--- src/rtl/mult_unit_if.sv ---
// Purpose: request/result bundle between the EX stage and the iterative multiplier.
//   master: issues start/abort/MTHI/MTLO and operands; observes ready/busy/done/hi/lo.
//   slave : the multiplier side of the same signals.
interface mult_unit_if #(
    parameter int unsigned WIDTH = 32
);
    logic             start;
    logic             is_signed;
    logic [WIDTH-1:0] op_a;
    logic [WIDTH-1:0] op_b;
    logic             abort;
    logic             hi_we;
    logic             lo_we;
    logic [WIDTH-1:0] wdata;
    logic             ready;
    logic             busy;
    logic             done;
    logic [WIDTH-1:0] hi;
    logic [WIDTH-1:0] lo;

    modport master (
        output start, is_signed, op_a, op_b, abort, hi_we, lo_we, wdata,
        input  ready, busy, done, hi, lo
    );

    modport slave (
        input  start, is_signed, op_a, op_b, abort, hi_we, lo_we, wdata,
        output ready, busy, done, hi, lo
    );
endinterface

--- src/rtl/mult_unit.sv ---
// Purpose: iterative shift-add multiplier for MULT/MULTU plus the HI/LO register pair.
//   Retires one multiplier bit per cycle; a full multiply holds ready low for WIDTH+1 cycles.
// Ports:
//   clk    : clock, rising edge
//   reset  : synchronous, active-high reset
//   bus    : mult_unit_if.slave (start/is_signed/op_a/op_b/abort/hi_we/lo_we/wdata in,
//            ready/busy/done/hi/lo out, all outputs registered)
module mult_unit #(
    parameter int unsigned WIDTH = 32,
    parameter int unsigned CNT_W = 6
) (
    input  logic        clk,
    input  logic        reset,
    mult_unit_if.slave  bus
);
    localparam int unsigned PW = 2 * WIDTH;

    typedef enum logic [1:0] {
        S_IDLE = 2'd0,
        S_RUN  = 2'd1,
        S_FIN  = 2'd2
    } state_t;

    state_t           r_state;
    logic [WIDTH-1:0] r_ma;
    logic [WIDTH-1:0] r_mb;
    logic             r_neg;
    logic [PW-1:0]    r_acc;
    logic [CNT_W-1:0] r_cnt;
    logic             r_ready;
    logic             r_busy;
    logic             r_done;
    logic [WIDTH-1:0] r_hi;
    logic [WIDTH-1:0] r_lo;

    logic [WIDTH-1:0] w_mag_a;
    logic [WIDTH-1:0] w_mag_b;
    logic [PW-1:0]    w_addend;
    logic [PW-1:0]    w_prod;
    logic             w_last;

    // Operand magnitudes; the most negative value negates to itself, which is its correct unsigned magnitude.
    assign w_mag_a  = (bus.is_signed && bus.op_a[WIDTH-1]) ? WIDTH'(-bus.op_a) : bus.op_a;
    assign w_mag_b  = (bus.is_signed && bus.op_b[WIDTH-1]) ? WIDTH'(-bus.op_b) : bus.op_b;

    // Partial product for the multiplier bit being retired this cycle.
    assign w_addend = r_mb[0] ? (PW'(r_ma) << r_cnt) : '0;
    assign w_prod   = r_neg ? PW'(-r_acc) : r_acc;
    assign w_last   = (r_cnt == CNT_W'(WIDTH - 1));

    // Control FSM, datapath and HI/LO registers.
    always_ff @(posedge clk) begin
        if (reset) begin
            r_state <= S_IDLE;
            r_ma    <= '0;
            r_mb    <= '0;
            r_neg   <= 1'b0;
            r_acc   <= '0;
            r_cnt   <= '0;
            r_ready <= 1'b1;
            r_busy  <= 1'b0;
            r_done  <= 1'b0;
            r_hi    <= '0;
            r_lo    <= '0;
        end else begin
            r_done <= 1'b0;
            unique case (r_state)
                S_IDLE: begin
                    if (bus.hi_we) r_hi <= bus.wdata;
                    if (bus.lo_we) r_lo <= bus.wdata;
                    // abort flushes the issuing instruction, so it overrides a same-cycle start
                    if (bus.start && !bus.abort) begin
                        r_ma    <= w_mag_a;
                        r_mb    <= w_mag_b;
                        r_neg   <= bus.is_signed & (bus.op_a[WIDTH-1] ^ bus.op_b[WIDTH-1]);
                        r_acc   <= '0;
                        r_cnt   <= '0;
                        r_ready <= 1'b0;
                        r_busy  <= 1'b1;
                        r_state <= S_RUN;
                    end
                end
                S_RUN: begin
                    if (bus.abort) begin
                        r_ready <= 1'b1;
                        r_busy  <= 1'b0;
                        r_state <= S_IDLE;
                    end else begin
                        r_acc <= r_acc + w_addend;
                        r_mb  <= r_mb >> 1;
                        r_cnt <= r_cnt + CNT_W'(1);
                        if (w_last) r_state <= S_FIN;
                    end
                end
                S_FIN: begin
                    if (!bus.abort) begin
                        r_hi   <= w_prod[PW-1:WIDTH];
                        r_lo   <= w_prod[WIDTH-1:0];
                        r_done <= 1'b1;
                    end
                    r_ready <= 1'b1;
                    r_busy  <= 1'b0;
                    r_state <= S_IDLE;
                end
                default: begin
                    r_ready <= 1'b1;
                    r_busy  <= 1'b0;
                    r_state <= S_IDLE;
                end
            endcase
        end
    end

    assign bus.ready = r_ready;
    assign bus.busy  = r_busy;
    assign bus.done  = r_done;
    assign bus.hi    = r_hi;
    assign bus.lo    = r_lo;
endmodule

--- src/flat_wrapper.sv ---
// flat-port wrapper written by rule: the top's interface ports become plain ports
module mult_unit_flat 
#(
    parameter int unsigned WIDTH = 32,
    parameter int unsigned CNT_W = 6
)
  (clk, reset, bus_start, bus_is_signed, bus_op_a, bus_op_b, bus_abort, bus_hi_we, bus_lo_we, bus_wdata, bus_ready, bus_busy, bus_done, bus_hi, bus_lo);
  mult_unit_if #(.WIDTH(WIDTH)) bus_i ();
  input  logic clk;
  input  logic reset;
  input wire logic [$bits(bus_i.start)-1:0] bus_start;
  input wire logic [$bits(bus_i.is_signed)-1:0] bus_is_signed;
  input wire logic [$bits(bus_i.op_a)-1:0] bus_op_a;
  input wire logic [$bits(bus_i.op_b)-1:0] bus_op_b;
  input wire logic [$bits(bus_i.abort)-1:0] bus_abort;
  input wire logic [$bits(bus_i.hi_we)-1:0] bus_hi_we;
  input wire logic [$bits(bus_i.lo_we)-1:0] bus_lo_we;
  input wire logic [$bits(bus_i.wdata)-1:0] bus_wdata;
  output wire logic [$bits(bus_i.ready)-1:0] bus_ready;
  output wire logic [$bits(bus_i.busy)-1:0] bus_busy;
  output wire logic [$bits(bus_i.done)-1:0] bus_done;
  output wire logic [$bits(bus_i.hi)-1:0] bus_hi;
  output wire logic [$bits(bus_i.lo)-1:0] bus_lo;
  assign bus_i.start = bus_start;
  assign bus_i.is_signed = bus_is_signed;
  assign bus_i.op_a = bus_op_a;
  assign bus_i.op_b = bus_op_b;
  assign bus_i.abort = bus_abort;
  assign bus_i.hi_we = bus_hi_we;
  assign bus_i.lo_we = bus_lo_we;
  assign bus_i.wdata = bus_wdata;
  assign bus_ready = bus_i.ready;
  assign bus_busy = bus_i.busy;
  assign bus_done = bus_i.done;
  assign bus_hi = bus_i.hi;
  assign bus_lo = bus_i.lo;
  mult_unit #(.WIDTH(WIDTH), .CNT_W(CNT_W)) u_core (.clk(clk), .reset(reset), .bus(bus_i));
endmodule
--- config.mk ---
export PLATFORM = sky130hd
export DESIGN_NAME = mult_unit_flat
export DESIGN_NICKNAME = d
export VERILOG_FILES = /design/src/rtl/mult_unit_if.sv /design/src/rtl/mult_unit.sv /design/src/flat_wrapper.sv
export SDC_FILE = /design/constraint.sdc
export NUM_CORES = 1
export LEC_CHECK = 0
export CORE_ASPECT_RATIO = 1.5
export CORE_MARGIN = 1.5
export CORE_UTILIZATION = 63
export DETAILED_ROUTE_END_ITERATION = 10
export HOLD_SLACK_MARGIN = 0.06
export PLACE_DENSITY = 0.89
export SETUP_SLACK_MARGIN = 0.05
export SLEW_MARGIN = 10
export SYNTH_ARGS = -nofsm -noshare
export SYNTH_HDL_FRONTEND = slang
export SYNTH_SLANG_ARGS = --single-unit
--- constraint.sdc ---
create_clock -name clk -period 15.25 [get_ports clk]
set_clock_uncertainty 0.15 [all_clocks]
set_input_delay 1.525 -clock clk [delete_from_list [all_inputs] [get_ports clk]]
set_output_delay 1.525 -clock clk [all_outputs]
set_load 0.01 [all_outputs]
==> impl_metrics.yaml <==
grt:
  grt_pass1_wl_um: 84900
  track_usage_pct: 40.3
  grt_pass1_vias: 16100
  grt_start_max_net_pins: 95
  gr-total-overflow: 0
  antenna_found_initial: 0
drt:
  first_pass_iters: 6
  routedWlPerCell_um: 21.5
  vias_per_cell: 6.65
  drc: 0
  drt.antenna.violating_nets: 0
  drt_iter0_drc: 1410
  drt-total-wl_um: 55500
  via_count: 17200
pwr:
  clock_power_share_pct: 41.3
  ir_drop_v: 0.0000976
  comb_power_share_pct: 15.6
  p_seq_share_pct: 43.1
  leakage_uw: 0.00714
  p_int_uw: 970
  switching_share_pct: 27.2
  power.density_nw_per_um2: 71.6
  power.switching_uw: 361
worst_hold_path:
  hold_path_depth: 2
  min_path_type: "flop to flop"
die:
  io_pins: 170
  die-height_um: 199
  start_util_pct: 64.3
  rows: 71
  die_w_um: 134
  dieArea_um2: 26700
  core-area_um2: 25200
logic_synthesis:
  synth-main-ff-cell: "dfxtp_1"
  yosys.cell_count.top_type: "nor2_1"
  synth.area.top_cells: "dfxtp_1 (25%), a21oi_1 (7.0%), nor2_1 (6.2%)"
  ys_seq_elements: 204
  synth_async_sr_flop_share_pct: 0
  synth_top_area_cell: "dfxtp_1"
  syn_avg_cell_area_um2: 7.42
  synthTopCellsByCount: "nor2_1 (267), nand2_1 (235), a21oi_1 (226)"
  synth_nets: 2355
  ys_types: 67
  synth.top_cell.area_share_pct: 25.2
  syn_area_um2: 16200
  yosys_warnings: 0
  syn-instance-count: 2184
  ys_seq_area_share_pct: 25.2
  synth_edf_count: 0
place:
  dp_cells: 2542
  dp_hpwl_um: 42100
  place_congestion: 1.02
  place_ws_ps: 9410
  numPortBuffers: 169
timing:
  fmax_mhz: 162
  min_period_over_period_pct: 40.5
  slew_violations: 0
  relSlewSlack_pct: 19.5
  layout_min_cycle_time_ps: 6180
  finalWorstSetupSlack_ps: 9070
  setup_viol: 0
  timing_hold_violations_final: 0
  rsz0062_at_grt: "no"
  final.setup.tns_ps: 0
  tightest_slew_ps: 1210
clocking:
  cts.htree.levels: 1
  cts_tree: "yes"
  cts-root-buf: "clkbuf_16"
  cts_resized: 0
  path_clk_slew_ps: 60
  cts_setup_buffers: 0
  cts_buffers: 21
  clockBufferDepth: 3
  hold_buffers: 0
  clkLatencyLatePin_ps: 520
  clock-sinks: 204
worst_setup_path:
  worstSetupPathType: "flop to flop"
  end_kind: "flop"
  r2r_cells: 17
  critPathArrivalTime_ps: 6440
  cp_max_fo: 41
  crit_required_ps: 15510
  critPathLaunchType: "flop"
layout:
  instances_no_fill: 2579
  nNetsFinal: 2408
  diodes: 0
  final_layout_size_suffix_gt1_share_pct: 5.06
  area_growth_pct: 14.7
  fin_util_pct: 73.7
status:
  status: "finished, final reports clean"
flow_run:
  cap_violations: 0
==> cell type report <==
type | instances | area, um2
flip-flops and latches | 204 | 4090
repair buffers | 186 | 1820
multi-input cells | 1789 | 11400
clock buffers | 24 | 537
clock inverters | 13 | 175
well taps | 328 | 410
inverters | 35 | 131
fillers | 1935 | 6640
==> cell families after synthesis <==
| group | after synthesis | synth area share [%] |
|---|---|---|
| simple gates | 760 | 21.3 |
| compound gates | 705 | 27.6 |
| flops | 204 | 25.2 |
| buf+inv | 191 | 4.46 |
| xor+xnor | 175 | 9.45 |
| mux | 81 | 6.75 |
| fa+ha+maj | 68 | 5.29 |
==> metrics by stage <==
stage                     power (uW)  area, um2  hold slack, ps
final                           1330      18600             318
after global routing            1370      18600             338
after CTS                       1330      18600             318
after detailed placement         788      17900             310
after global placement           781      17900             304
after floorplan                  697      16200             294
==> layout by cell type, fill, tap and decap left out, drive strengths merged, types with 8 or more instances in the layout <==
cell / synthesis / layout
a211oi: 88 / 88
a21o: 39 / 39
a21oi: 226 / 226
a221oi: 8 / 8
a22oi: 53 / 53
a31oi: 17 / 17
and2: 39 / 39
and3: 12 / 12
buf: 28 / 18
clkbuf: 128 / 24
clkdlybuf4s50: 0 / 168
dfxtp: 204 / 204
ha: 67 / 67
inv: 35 / 36
mux2: 17 / 17
mux2i: 43 / 43
mux4: 21 / 21
nand2: 235 / 235
nand2b: 17 / 17
nand3: 52 / 52
nand4: 19 / 19
nor2: 267 / 267
nor2b: 21 / 21
nor3: 33 / 33
nor4: 20 / 20
o211ai: 8 / 8
o21a: 14 / 14
o21ai: 126 / 126
o21bai: 16 / 16
o22ai: 23 / 23
o31a: 8 / 8
o31ai: 28 / 28
o41ai: 15 / 15
or2: 8 / 8
or3: 12 / 12
or4: 16 / 16
xnor2: 71 / 71
xor2: 104 / 104
==> path summary, 6_finish.rpt <==
check	slack, ps	to	start
max	9070	u_core.r_acc[60]$_SDFFE_PP0P_	u_core.r_cnt[0]$_SDFFE_PP0P_
min	320	u_core.r_ma[25]$_SDFFE_PP0P_	u_core.r_ma[25]$_SDFFE_PP0P_
min reg2reg	320	u_core.r_ma[25]$_SDFFE_PP0P_	u_core.r_ma[25]$_SDFFE_PP0P_
max reg2reg	9070	u_core.r_acc[60]$_SDFFE_PP0P_	u_core.r_cnt[0]$_SDFFE_PP0P_
==> state kept, by name (all words and copies together) (netlist names) <==
name              flops
u_core.r_neg          1
u_core.bus.busy       1
u_core.bus.ready      1
u_core.r_acc         64
u_core.r_mb          32
u_core.bus.lo        32
u_core.r_ma          32
u_core.r_cnt          6
u_core.bus.hi        32
u_core.r_state        2
u_core.bus.done       1
==> layer usage <==
metal	GRT usage (%)	wire length, um	vias to the layer above
li1	-	-	8037
met1	41.6	19600	8023
met2	73.3	27300	871
met3	4.90	3500	231
met4	31.8	5070	0
met5	0	0	-
==> power by group through the flow <==
stage	sequential [uW]	combinational, uW	clock, uW
6_report	574	208	550
5_1_grt	575	225	570
4_1_cts	573	206	550
3_5_place_dp	584	204	0
3_3_place_gp	583	198	0
2_1_floorplan	583	114	0
==> worst max-delay path: stages (launching register included) <==
cell and delay, ps:
dfxtp_2 380, buf_4 480, mux4_2 580, mux2i_1 230
nor2_1 60, a21oi_1 330, nor2_1 190, ha_1 410
a21oi_1 290, a21oi_1 140, or2_2 330, o21ai_0 300
nand3_1 330, a221oi_1 800, a211oi_1 280, o21a_1 260
o31a_1 250, o31ai_1 250
No activity file was read; power rests on OpenSTA's default activity.
